$ cat src/rtl/control_pipeline.sv
// ---------------------------------------------------------------------------
// control_pipeline
//
// Carries the decoded 12-bit control bundle from the ID stage through the
// ID/EX, EX/MEM and MEM/WB registers of the 5-stage RISC-V core. It also:
//   - detects load-use hazards and inserts a bubble (stall),
//   - squashes the ID instruction on a taken EX redirect (flush),
//   - tracks the halting ECALL (x17 == 10) through to WB,
//   - counts instructions retired out of WB.
//
// Control bundle layout (id_ctrl / ex_ctrl / mem_ctrl):
//   [11] mem_write  [10] mem_read  [9] mem_to_reg  [8] alu_src
//   [7:6] alu_op    [5] write_enable [4] is_ecall  [3] is_jalr
//   [2] is_jal      [1] pc_to_reg    [0] branch
//
// Ports:
//   clk, reset          clock, synchronous active-high reset
//   id_*                ID-stage instruction: valid, ctrl, register indices,
//                       operand-use flags, halt condition (x17 == 10)
//   ex_taken            EX resolved a taken branch / jump redirect
//   stall, flush        combinational hazard controls for PC and IF/ID
//   ex_*, mem_*         EX- and MEM-stage valid, ctrl and rd
//   wb_*                WB-stage valid, gated write/mux controls and rd
//   is_halted           sticky: the halting ECALL has left WB
//   retired             instructions retired (wraps at 2^CNT_WIDTH)
// ---------------------------------------------------------------------------
module control_pipeline #(
    parameter int CNT_WIDTH = 32
) (
    input  logic                 clk,
    input  logic                 reset,
    input  logic                 id_valid,
    input  logic [11:0]          id_ctrl,
    input  logic [4:0]           id_rs1,
    input  logic [4:0]           id_rs2,
    input  logic [4:0]           id_rd,
    input  logic                 id_use_rs1,
    input  logic                 id_use_rs2,
    input  logic                 id_halt_cond,
    input  logic                 ex_taken,
    output logic                 stall,
    output logic                 flush,
    output logic                 ex_valid,
    output logic [11:0]          ex_ctrl,
    output logic [4:0]           ex_rd,
    output logic                 mem_valid,
    output logic [11:0]          mem_ctrl,
    output logic [4:0]           mem_rd,
    output logic                 wb_valid,
    output logic                 wb_write_enable,
    output logic                 wb_mem_to_reg,
    output logic                 wb_pc_to_reg,
    output logic [4:0]           wb_rd,
    output logic                 is_halted,
    output logic [CNT_WIDTH-1:0] retired
);

    // Stage indices into the pipeline register arrays.
    localparam int EX         = 0;
    localparam int MEM        = 1;
    localparam int WB         = 2;
    localparam int NUM_STAGES = 3;

    localparam int CTRL_MEM_READ   = 10;
    localparam int CTRL_MEM_TO_REG = 9;
    localparam int CTRL_WRITE_EN   = 5;
    localparam int CTRL_IS_ECALL   = 4;
    localparam int CTRL_PC_TO_REG  = 1;

    logic        valid_reg [NUM_STAGES];
    logic [11:0] ctrl_reg  [NUM_STAGES];
    logic [4:0]  rd_reg    [NUM_STAGES];
    logic        halt_reg  [NUM_STAGES];

    logic                 halt_pending_reg;
    logic                 is_halted_reg;
    logic [CNT_WIDTH-1:0] retired_reg;

    logic hazard;
    logic id_load;
    logic ex_halt_next;

    // Load-use hazard: a load in EX whose destination is read by ID.
    // x0 never creates a dependency.
    always_comb begin
        hazard = valid_reg[EX] & ctrl_reg[EX][CTRL_MEM_READ] & (rd_reg[EX] != 5'd0)
               & ((id_use_rs1 & (id_rs1 == rd_reg[EX]))
                | (id_use_rs2 & (id_rs2 == rd_reg[EX])))
               & id_valid;
    end

    assign flush = valid_reg[EX] & ex_taken;
    // A redirect discards the ID instruction anyway, so flush wins and fetch
    // must not be held.
    assign stall = hazard & ~flush;

    // ID enters EX only when nothing squashes, delays or freezes it.
    assign id_load      = ~flush & ~stall & ~halt_pending_reg;
    assign ex_halt_next = id_load & id_valid & id_ctrl[CTRL_IS_ECALL] & id_halt_cond;

    // ID/EX register.
    always_ff @(posedge clk) begin
        if (reset) begin
            valid_reg[EX] <= 1'b0;
            ctrl_reg[EX]  <= 12'd0;
            rd_reg[EX]    <= 5'd0;
            halt_reg[EX]  <= 1'b0;
        end else if (id_load) begin
            valid_reg[EX] <= id_valid;
            ctrl_reg[EX]  <= id_valid ? id_ctrl : 12'd0;
            rd_reg[EX]    <= id_rd;
            halt_reg[EX]  <= ex_halt_next;
        end else begin
            valid_reg[EX] <= 1'b0;
            ctrl_reg[EX]  <= 12'd0;
            rd_reg[EX]    <= 5'd0;
            halt_reg[EX]  <= 1'b0;
        end
    end

    // EX/MEM and MEM/WB registers advance unconditionally.
    generate
        for (genvar gi = MEM; gi < NUM_STAGES; gi++) begin : g_stage
            always_ff @(posedge clk) begin
                if (reset) begin
                    valid_reg[gi] <= 1'b0;
                    ctrl_reg[gi]  <= 12'd0;
                    rd_reg[gi]    <= 5'd0;
                    halt_reg[gi]  <= 1'b0;
                end else begin
                    valid_reg[gi] <= valid_reg[gi-1];
                    ctrl_reg[gi]  <= ctrl_reg[gi-1];
                    rd_reg[gi]    <= rd_reg[gi-1];
                    halt_reg[gi]  <= halt_reg[gi-1];
                end
            end
        end
    endgenerate

    // Halt tracking and retirement counting. Once halted, anything still
    // reaching WB is not counted; the halting ECALL itself is, because
    // is_halted only rises on the edge it retires.
    always_ff @(posedge clk) begin
        if (reset) begin
            halt_pending_reg <= 1'b0;
            is_halted_reg    <= 1'b0;
            retired_reg      <= '0;
        end else begin
            if (ex_halt_next) begin
                halt_pending_reg <= 1'b1;
            end
            if (valid_reg[WB] & halt_reg[WB]) begin
                is_halted_reg <= 1'b1;
            end
            if (valid_reg[WB] & ~is_halted_reg) begin
                retired_reg <= retired_reg + CNT_WIDTH'(1);
            end
        end
    end

    // Outputs. Ctrl is already zero in bubbles; gating keeps it so even if a
    // future change lets an invalid entry carry stale bits.
    assign ex_valid        = valid_reg[EX];
    assign ex_ctrl         = valid_reg[EX] ? ctrl_reg[EX] : 12'd0;
    assign ex_rd           = rd_reg[EX];
    assign mem_valid       = valid_reg[MEM];
    assign mem_ctrl        = valid_reg[MEM] ? ctrl_reg[MEM] : 12'd0;
    assign mem_rd          = rd_reg[MEM];
    assign wb_valid        = valid_reg[WB];
    assign wb_write_enable = valid_reg[WB] & ctrl_reg[WB][CTRL_WRITE_EN];
    assign wb_mem_to_reg   = valid_reg[WB] & ctrl_reg[WB][CTRL_MEM_TO_REG];
    assign wb_pc_to_reg    = valid_reg[WB] & ctrl_reg[WB][CTRL_PC_TO_REG];
    assign wb_rd           = rd_reg[WB];
    assign is_halted       = is_halted_reg;
    assign retired         = retired_reg;

endmodule

$ cat config.mk
export PLATFORM = sky130hd
export DESIGN_NAME = control_pipeline
export DESIGN_NICKNAME = d
export VERILOG_FILES = /design/src/rtl/control_pipeline.sv
export SDC_FILE = /design/constraint.sdc
export NUM_CORES = 1
export LEC_CHECK = 0
export ABC_CLOCK_PERIOD_IN_PS = 5350
export CAP_MARGIN = 20
export CORE_UTILIZATION = 40
export DETAILED_ROUTE_END_ITERATION = 8
export PLACE_DENSITY = 0.67
export SETUP_SLACK_MARGIN = 0.02
export SLEW_MARGIN = 10
export SYNTH_ARGS = -nofsm -noshare
export SYNTH_HDL_FRONTEND = slang
export SYNTH_SLANG_ARGS = --single-unit
export TNS_END_PERCENT = 1
$ cat constraint.sdc
create_clock -name clk -period 5.35 [get_ports clk]
set_input_delay 1.07 -clock clk [delete_from_list [all_inputs] [get_ports clk]]
set_output_delay 1.07 -clock clk [all_outputs]
set_load 0.03 [all_outputs]
* Word-level counts from Yosys, hierarchy flattened *
Memory sizes are Yosys's and may differ from the RTL's.
Index checks and enable logic that the tools add are counted.
Widths: inputs -> output; s select.

storage, ports and cells
  output and inout bits = 80
  register bits = 34
  bits in writable memories = 57
  input bits = 34
  logic and storage cells = 78
  memories kept = 4

cells by class
  muxes and demuxes = 28
  bitwise logic cells = 39
  eq/ne operators = 2
  add/subtract/negate cells = 1
  reduce and logical (&&, ||, !) cells = 1

memory list
  name       depth  bits a word  read ports  clocked after Yosys merged registers in  wr ports  line  RTL
  ctrl_reg   3      12           3           0                                        3         71    logic [11:0] ctrl_reg [NUM_STAGES];
  rd_reg     3      5            3           0                                        3         72    logic [4:0] rd_reg [NUM_STAGES];
  halt_reg   3      1            3           0                                        3         73    logic halt_reg [NUM_STAGES];
  valid_reg  3      1            3           0                                        3         70    logic valid_reg [NUM_STAGES];

operators with widths
  cell                   count
  $mux 12                7
  $add 32x1->32 const B  1
  $mux 5                 4
  $and 1x1->1            18
  $mux 1                 17
  $or 1x1->1             17
  $eq 5x5->1             2
  $reduce_bool 5->1      1
  $not 1->1              4

* Depth between registers and ports, before layout *
Gate-level depths: netlist of run 1.

  word-level depth = 14
  gate-level depth with buffers = 7
  gate-level depth less buffers = 5

* Least setup slack after synthesis of run 1 *
No wires, ideal clock.

  path type = input -> output
  start = in id_rs2[1]
  end = out stall
  path buffers = 1
  arrival time = 2166 ps
  required time = 4280 ps
  cell stages on the path = 5
  slack = 2114 ps
  cell sequence = xnor2_1 > nand4_1 > o22ai_1 > clkbuf_1 > and3_1

between the ends
  word-level cells in the longest chain between the ends = 6

ends and longest elaborated chain
  element          line  RTL
  start, declared  35    input logic [4:0] id_rs2,
  $eq 5x5->1       88    | (id_use_rs2 & (id_rs2 == rd_reg[EX])))
  $and 1x1->1      88
  $or 1x1->1       88
  $and 1x1->1      87    & ((id_use_rs1 & (id_rs1 == rd_reg[EX]))
  $and 1x1->1      89    & id_valid;
  $and 1x1->1      95    assign stall = hazard & ~flush;
  end, declared    41    output logic stall,

No other way between the ends.

* Worst setup path after layout of run 1 *
  start = in id_rs2[4]
  end = out stall

Same word-level chain as after synthesis.

==> flow_summary_export.csv, run 1 <==
group,metric,value,unit
die,core_area,0.00830,mm²
finish,multiInputGateArea,0.00154,mm²
power_and_ir_drop,power.leakage,1.75,nW
detailed_routing,antenna_left,0,
yosys,yosys.cell_count.top_type,"dfxtp_1",
critical_path,start_kind,"input port",
timing,fin_skew,0.00856,ns
cts,cts_tree,"built",
detailed_routing,routed_wl,7.26,mm
timing,setup_tns,0,ns
timing,rsz0062_at_grt,"no",
timing,fin_crit,4.17,ns
detailed_routing,wl_per_cell,12.3,µm
finish,stdcell_count,589,
cts,clkSlewWorstSetupHoldPaths,0.07,ns
finish,largest_reg_flops,32,
cts,clock_path_buffers,2,
critical_path,cp-end-kind,"output pin",
finish,n_antenna_cell,0,
global_route,grt_max_degree,68,
cts,cts_buffers,9,
placed_design,gp_congestion,0.742,
power_and_ir_drop,power.total,1.16,mW
timing,finalHoldViolCount,0,
detailed_routing,vias,2812,
finish,post_route_cells_drive_above_1_share,0.0517,
global_route,first_global_vias,2528,
cts,cts_root_buf,"clkbuf_8",
yosys,syn_inst,355,
yosys,synth_top_area_cell,"dfxtp_1",
global_route,grt_pass1_wl,11.8,mm
detailed_routing,first_pass_iters,4,
timing,holdWs,0.445,ns
timing,setup_violations,0,
die,ioPinCount,114,
die,die_area,0.00906,mm²
yosys,yosysWarnings,0,
placed_design,pre_cts_ws,1.19,ns
power_and_ir_drop,power.density,239,mW/mm²
placed_design,dp.cells,573,
finish,syn_to_final_growth,40.6,%
placed_design,io_buffers,113,
critical_path,arrival,3.10,ns
placed_design,dpl.hpwl,5.04,mm
yosys,synth_edf_count,19,
die,start_util,0.418,
timing,fin_crit_sh,0.779,
min_path,min_path_type,"flip-flop to flip-flop",
die,rows,33,
die,fp.dieW,95.2,µm
cts,ctsHoldBuffers,0,
yosys,synthDistinctLibCells,42,
outcome,status,"finished, final reports clean",
detailed_routing,drt_drc_violations_left,0,
yosys,synth_area_leaders,"dfxtp_1 36%, edfxtp_1 16%, nor2b_1 5.9%",
yosys,synthesis.area,0.00347,mm²
timing,final_max_slew_viol_count,0,
finish,nNetsFinal,514,
cts,worstSkewPairLatency,0.34,ns
yosys,synth_flop_cell,"dfxtp_1",
flow_run,maxCapViolCount,0,
min_path,hold_start,"halt_reg[1]",
yosys,synth_top_area_frac,0.363,
cts,cts_repair_resize_count,0,
yosys,synthTopCellsByCount,"63 x dfxtp_1, 33 x nor2b_1, 27 x a21oi_1, 27 x and2_1, 20 x inv_1",
detailed_routing,drt_iter0_markers,60,
global_route,grt_antenna_before_repair,0,
cts,clock_sinks,82,
critical_path,critPathMaxFanout,21,
finish,regArea,0.00183,mm²
yosys,synth-seq-cells,82,
critical_path,crit_required,4.28,ns
critical_path,crit_type,"input port to output pin",
timing,max_freq,240,MHz
global_route,overflow,0,
cts,post_cts_buffers,0,
timing,post-route-worst-setup-slack,1.18,ns
yosys,postSynthAreaPerCell,9.78,µm²
yosys,yosysSeqAreaShare,0.528,
detailed_routing,avgViaCountPerCell,4.77,
critical_path,reg2reg_from,"valid_reg[0]",
critical_path,reg2reg_slack,2.87,ns
die,fp.dieH,95.2,µm
timing,slew_headroom,0.466,
global_route,groute.usage.overall,0.168,
critical_path,cp-startpoint,"id_rs2[4]",
cts,h-tree-depth,3,
timing,worst_pin_slew,0.795,ns
finish,nFillCells,757,
power_and_ir_drop,worst_ir_drop_vdd,124,µV
yosys,synth-async-reset-ratio,0,
-- cell families (layout without fill, tap and decap cells) --
| logic type | after synthesis | count (layout) | synth area share |
|---|---|---|---|
| compound gates | 60 | 60 | 0.105 |
| xor+xnor | 20 | 20 | 0.0505 |
| fa+ha+maj | 1 | 1 | 0.00360 |
| buf+inv | 40 | 151 | 0.0486 |
| flops | 82 | 82 | 0.528 |
| mux | 4 | 4 | 0.0126 |
| other cells | 1 | 19 | 0.00108 |
| simple gates | 147 | 147 | 0.251 |
-- cells in the final DEF, fill, tap and decap left out, types with 2 or more instances in the layout --
master	netlist	layout
a211oi_1	11	11
a21oi_1	27	27
and2_1	27	27
and4_1	2	2
buf_4	0	2
clkbuf_1	13	2
clkbuf_8	0	9
clkdlybuf4s50_1	0	112
clkinv_2	0	3
conb_1	1	19
dfxtp_1	63	63
edfxtp_1	19	19
inv_1	20	20
mux2_2	3	3
nand2_1	17	17
nand3_1	9	9
nand4_1	6	6
nor2_1	15	15
nor2b_1	33	33
nor3_1	4	4
nor4_1	3	3
o21ai_0	9	9
o31ai_1	9	9
or3_1	10	10
or4_1	12	12
xnor2_1	17	17
xor2_1	3	3
-- metrics by stage --
step                      instance area [µm²]   util
after floorplan                          3540      -
after global placement                   4720  0.569
after detailed placement                 4720  0.569
after CTS                                4880  0.588
after global routing                     4880  0.588
final                                    4880  0.588
-- routing by layer --
metal,global-route usage,vias to the layer above,share of wire
met5,0,-,0
met4,0.0417,0,0.0081
met3,0.0774,5,0.088
met2,0.273,79,0.45
met1,0.201,1265,0.45
li1,-,1463,-
-- report_power, final --
group | total, mW | internal [mW] | switching [mW] | leakage [nW]
Combinational | 0.125 | 0.0613 | 0.0632 | 0.956
Clock | 0.376 | 0.167 | 0.209 | 0.0831
Sequential | 0.665 | 0.652 | 0.0125 | 0.709
-- critical path, stage by stage --
cell and delay, ns:
clkdlybuf4s50_1 0.47, xnor2_1 0.13, nand4_1 0.14, o22ai_1 0.18, buf_4 0.25, and3_1 0.19
clkdlybuf4s50_1 0.66
-- area by class of cell --
class / count / share of cell area
inverters: 20 / 0.0154
flip-flops and latches: 82 / 0.375
multi-input cells: 251 / 0.315
repair buffers: 115 / 0.234
clock inverters: 5 / 0.00641
well taps: 105 / 0.0269
clock buffers: 11 / 0.0269
-- path summary, 6_finish.rpt --
| check | end | cells past startpoint |
|---|---|---|
| worst max-delay path | stall | 7 |
| worst min-delay path | halt_reg[2] | 1 |
| worst max register to register | ctrl_reg[0][1] | 5 |
| worst min register to register | halt_reg[2] | 1 |
Power figures use the tool's default switching activity.
==> inputs of run 2 (changes only) <==
--- a/config.mk
+++ b/config.mk
@@ -5,11 +5,11 @@
 export SDC_FILE = /design/constraint.sdc
 export NUM_CORES = 1
 export LEC_CHECK = 0
-export ABC_CLOCK_PERIOD_IN_PS = 5350
+export ABC_CLOCK_PERIOD_IN_PS = 3800
 export CAP_MARGIN = 20
 export CORE_UTILIZATION = 40
 export DETAILED_ROUTE_END_ITERATION = 8
-export PLACE_DENSITY = 0.67
+export PLACE_DENSITY = 0.7
 export SETUP_SLACK_MARGIN = 0.02
 export SLEW_MARGIN = 10
 export SYNTH_ARGS = -nofsm -noshare
==> constraint.sdc (replaced) <==
create_clock -name clk -period 3.8 [get_ports clk]
set_input_delay 0.76 -clock clk [delete_from_list [all_inputs] [get_ports clk]]
set_output_delay 0.76 -clock clk [all_outputs]
set_load 0.03 [all_outputs]
==> flow_summary_export.csv, run 2 (synthesis results as in run 1) <==
group,metric,value,unit
power_and_ir_drop,p_int,1.31,mW
placed_design,io_buffers,113,
timing,finalHoldViolCount,0,
critical_path,cp_slowest_cell,"clkdlybuf4s50_1",
detailed_routing,vias,2876,
critical_path,reg2reg_from,"retired[0]",
timing,post-route-worst-setup-slack,0.913,ns
timing,setup_violations,0,
finish,largest_reg_flops,32,
timing,holdWs,0.441,ns
cts,cts_repair_resize_count,0,
timing,max_freq,346,MHz
power_and_ir_drop,worst_ir_drop_vdd,171,µV
die,start_util,0.418,
flow_run,maxCapViolCount,0,
critical_path,crit_required,3.04,ns
detailed_routing,avgViaCountPerCell,4.87,
finish,final_common_cell,"clkdlybuf4s50_1",
cts,clock_path_buffers,2,
critical_path,arrival,2.13,ns
min_path,whs_endpoint,"halt_reg[2]",
die,rows,33,
timing,worst_pin_slew,0.664,ns
cts,clock_sinks,82,
placed_design,gp_congestion,0.794,
finish,nFillCells,720,
critical_path,path_cells,"clkdlybuf4s50_1 -> xnor2_1 -> nand4_1 -> o22ai_1 -> and3_1 -> buf_4",
die,fp.dieH,95.2,µm
global_route,grt_antenna_before_repair,0,
critical_path,cpLargestDelayFamily,"buffers and inverters",
finish,mostFrequentLayoutCells,"111 x clkdlybuf4s50_1, 63 x dfxtp_1, 33 x nor2b_1",
timing,final_max_slew_viol_count,0,
global_route,groute.usage.overall,0.175,
finish,nNetsFinal,516,
cts,clkSlewWorstSetupHoldPaths,0.08,ns
power_and_ir_drop,power.total,1.72,mW
cts,h-tree-depth,3,
critical_path,reg2reg_slack,1.53,ns
timing,slew_headroom,0.557,
detailed_routing,drt_iter0_markers,81,
finish,post_route_cells_drive_above_1_share,0.0576,
critical_path,cpPeakStageDelay,0.49,ns
global_route,grt_max_degree,67,
outcome,status,"finished, final reports clean",
power_and_ir_drop,switching_share,0.239,
global_route,overflow,0,
die,ioPinCount,114,
cts,cts_buffers,9,
power_and_ir_drop,switchingPower,0.410,mW
critical_path,start_kind,"input port",
cts,ctsHoldBuffers,0,
die,fp.dieW,95.2,µm
critical_path,cp-end-kind,"output pin",
critical_path,rr_worst_depth,5,
critical_path,critPathMaxFanout,2,
timing,fin_skew,0.00887,ns
critical_path,path_buf_inv,2,
cts,worstSkewPairLatency,0.35,ns
min_path,min_path_type,"flip-flop to flip-flop",
power_and_ir_drop,power_frac_clock,0.351,
timing,rsz0062_at_grt,"no",
detailed_routing,first_pass_iters,4,
detailed_routing,wl_per_cell,12.8,µm
critical_path,crit_type,"input port to output pin",
cts,post_cts_buffers,0,
min_path,hold_depth,1,
power_and_ir_drop,power.density,349,mW/mm²
timing,fin_crit,2.89,ns
power_and_ir_drop,seqPwrFrac,0.545,
timing,fin_crit_sh,0.760,
min_path,hold_start,"halt_reg[1]",
placed_design,pre_cts_ws,0.899,ns
placed_design,dpl.hpwl,5.42,mm
power_and_ir_drop,pwr-share-comb,0.104,
detailed_routing,drt_drc_violations_left,0,
global_route,first_global_vias,2697,
detailed_routing,antenna_left,0,
critical_path,crit_cells,6,
critical_path,r2r-end,"retired[26]",
detailed_routing,routed_wl,7.55,mm
finish,syn_to_final_growth,41.6,%
cts,cts_tree,"built",
finish,stdcell_count,591,
global_route,grt_pass1_wl,12.1,mm
placed_design,dp.cells,575,
finish,n_antenna_cell,0,
timing,setup_tns,0,ns
die,die_area,0.00906,mm²
power_and_ir_drop,power.leakage,1.77,nW
cts,cts_root_buf,"clkbuf_8",
die,core_area,0.00830,mm²
[run 2: changes by cell type in the layout (fill, tap and decap cells not counted)]
cell	before	now
buf_4	2	5
bufinv_16	0	1
clkdlybuf4s50_1	112	111
clkinv_2	3	2
clkinv_4	1	0
clkinvlp_4	1	2
[run 2: cell type report]
class	instances	area [µm²]	area share
repair buffers	117	1150	0.235
clock inverters	5	55.1	0.0112
multi-input cells	251	1540	0.313
inverters	20	75.1	0.0153
well taps	105	131	0.0267
flip-flops and latches	82	1830	0.373
clock buffers	11	131	0.0267
[run 2: stage by stage]
stage / instance area, µm² / util
finish: 4920 / 0.592
global route: 4920 / 0.592
CTS: 4920 / 0.592
detailed placement: 4730 / 0.570
global placement: 4730 / 0.570
floorplan: 3540 / -
[run 2: worst max-delay path by stage]
stage | start | to
after floorplan | id_rs2[1] | stall
after global placement | id_rs2[1] | stall
after detailed placement | id_rs2[3] | stall
after CTS | id_rs2[3] | stall
after global routing | id_rs2[3] | stall
final | id_rs2[3] | stall
[run 2: power by group through the flow]
stage                     combinational, mW  clock (mW)  sequential [mW]
after floorplan                      0.0757           0            0.970
after global placement                0.176           0            0.956
after detailed placement              0.178           0            0.957
after CTS                             0.179       0.627            0.936
after global routing                  0.192       0.657            0.940
final                                 0.178       0.603            0.936
[run 2: routing by layer]
metal	global-route usage	vias to the layer above	wire (µm)
met1	0.202	1321	3290
met4	0.0821	0	88
met3	0.0750	9	655
met2	0.280	84	3510
li1	-	1462	-
met5	0	-	0
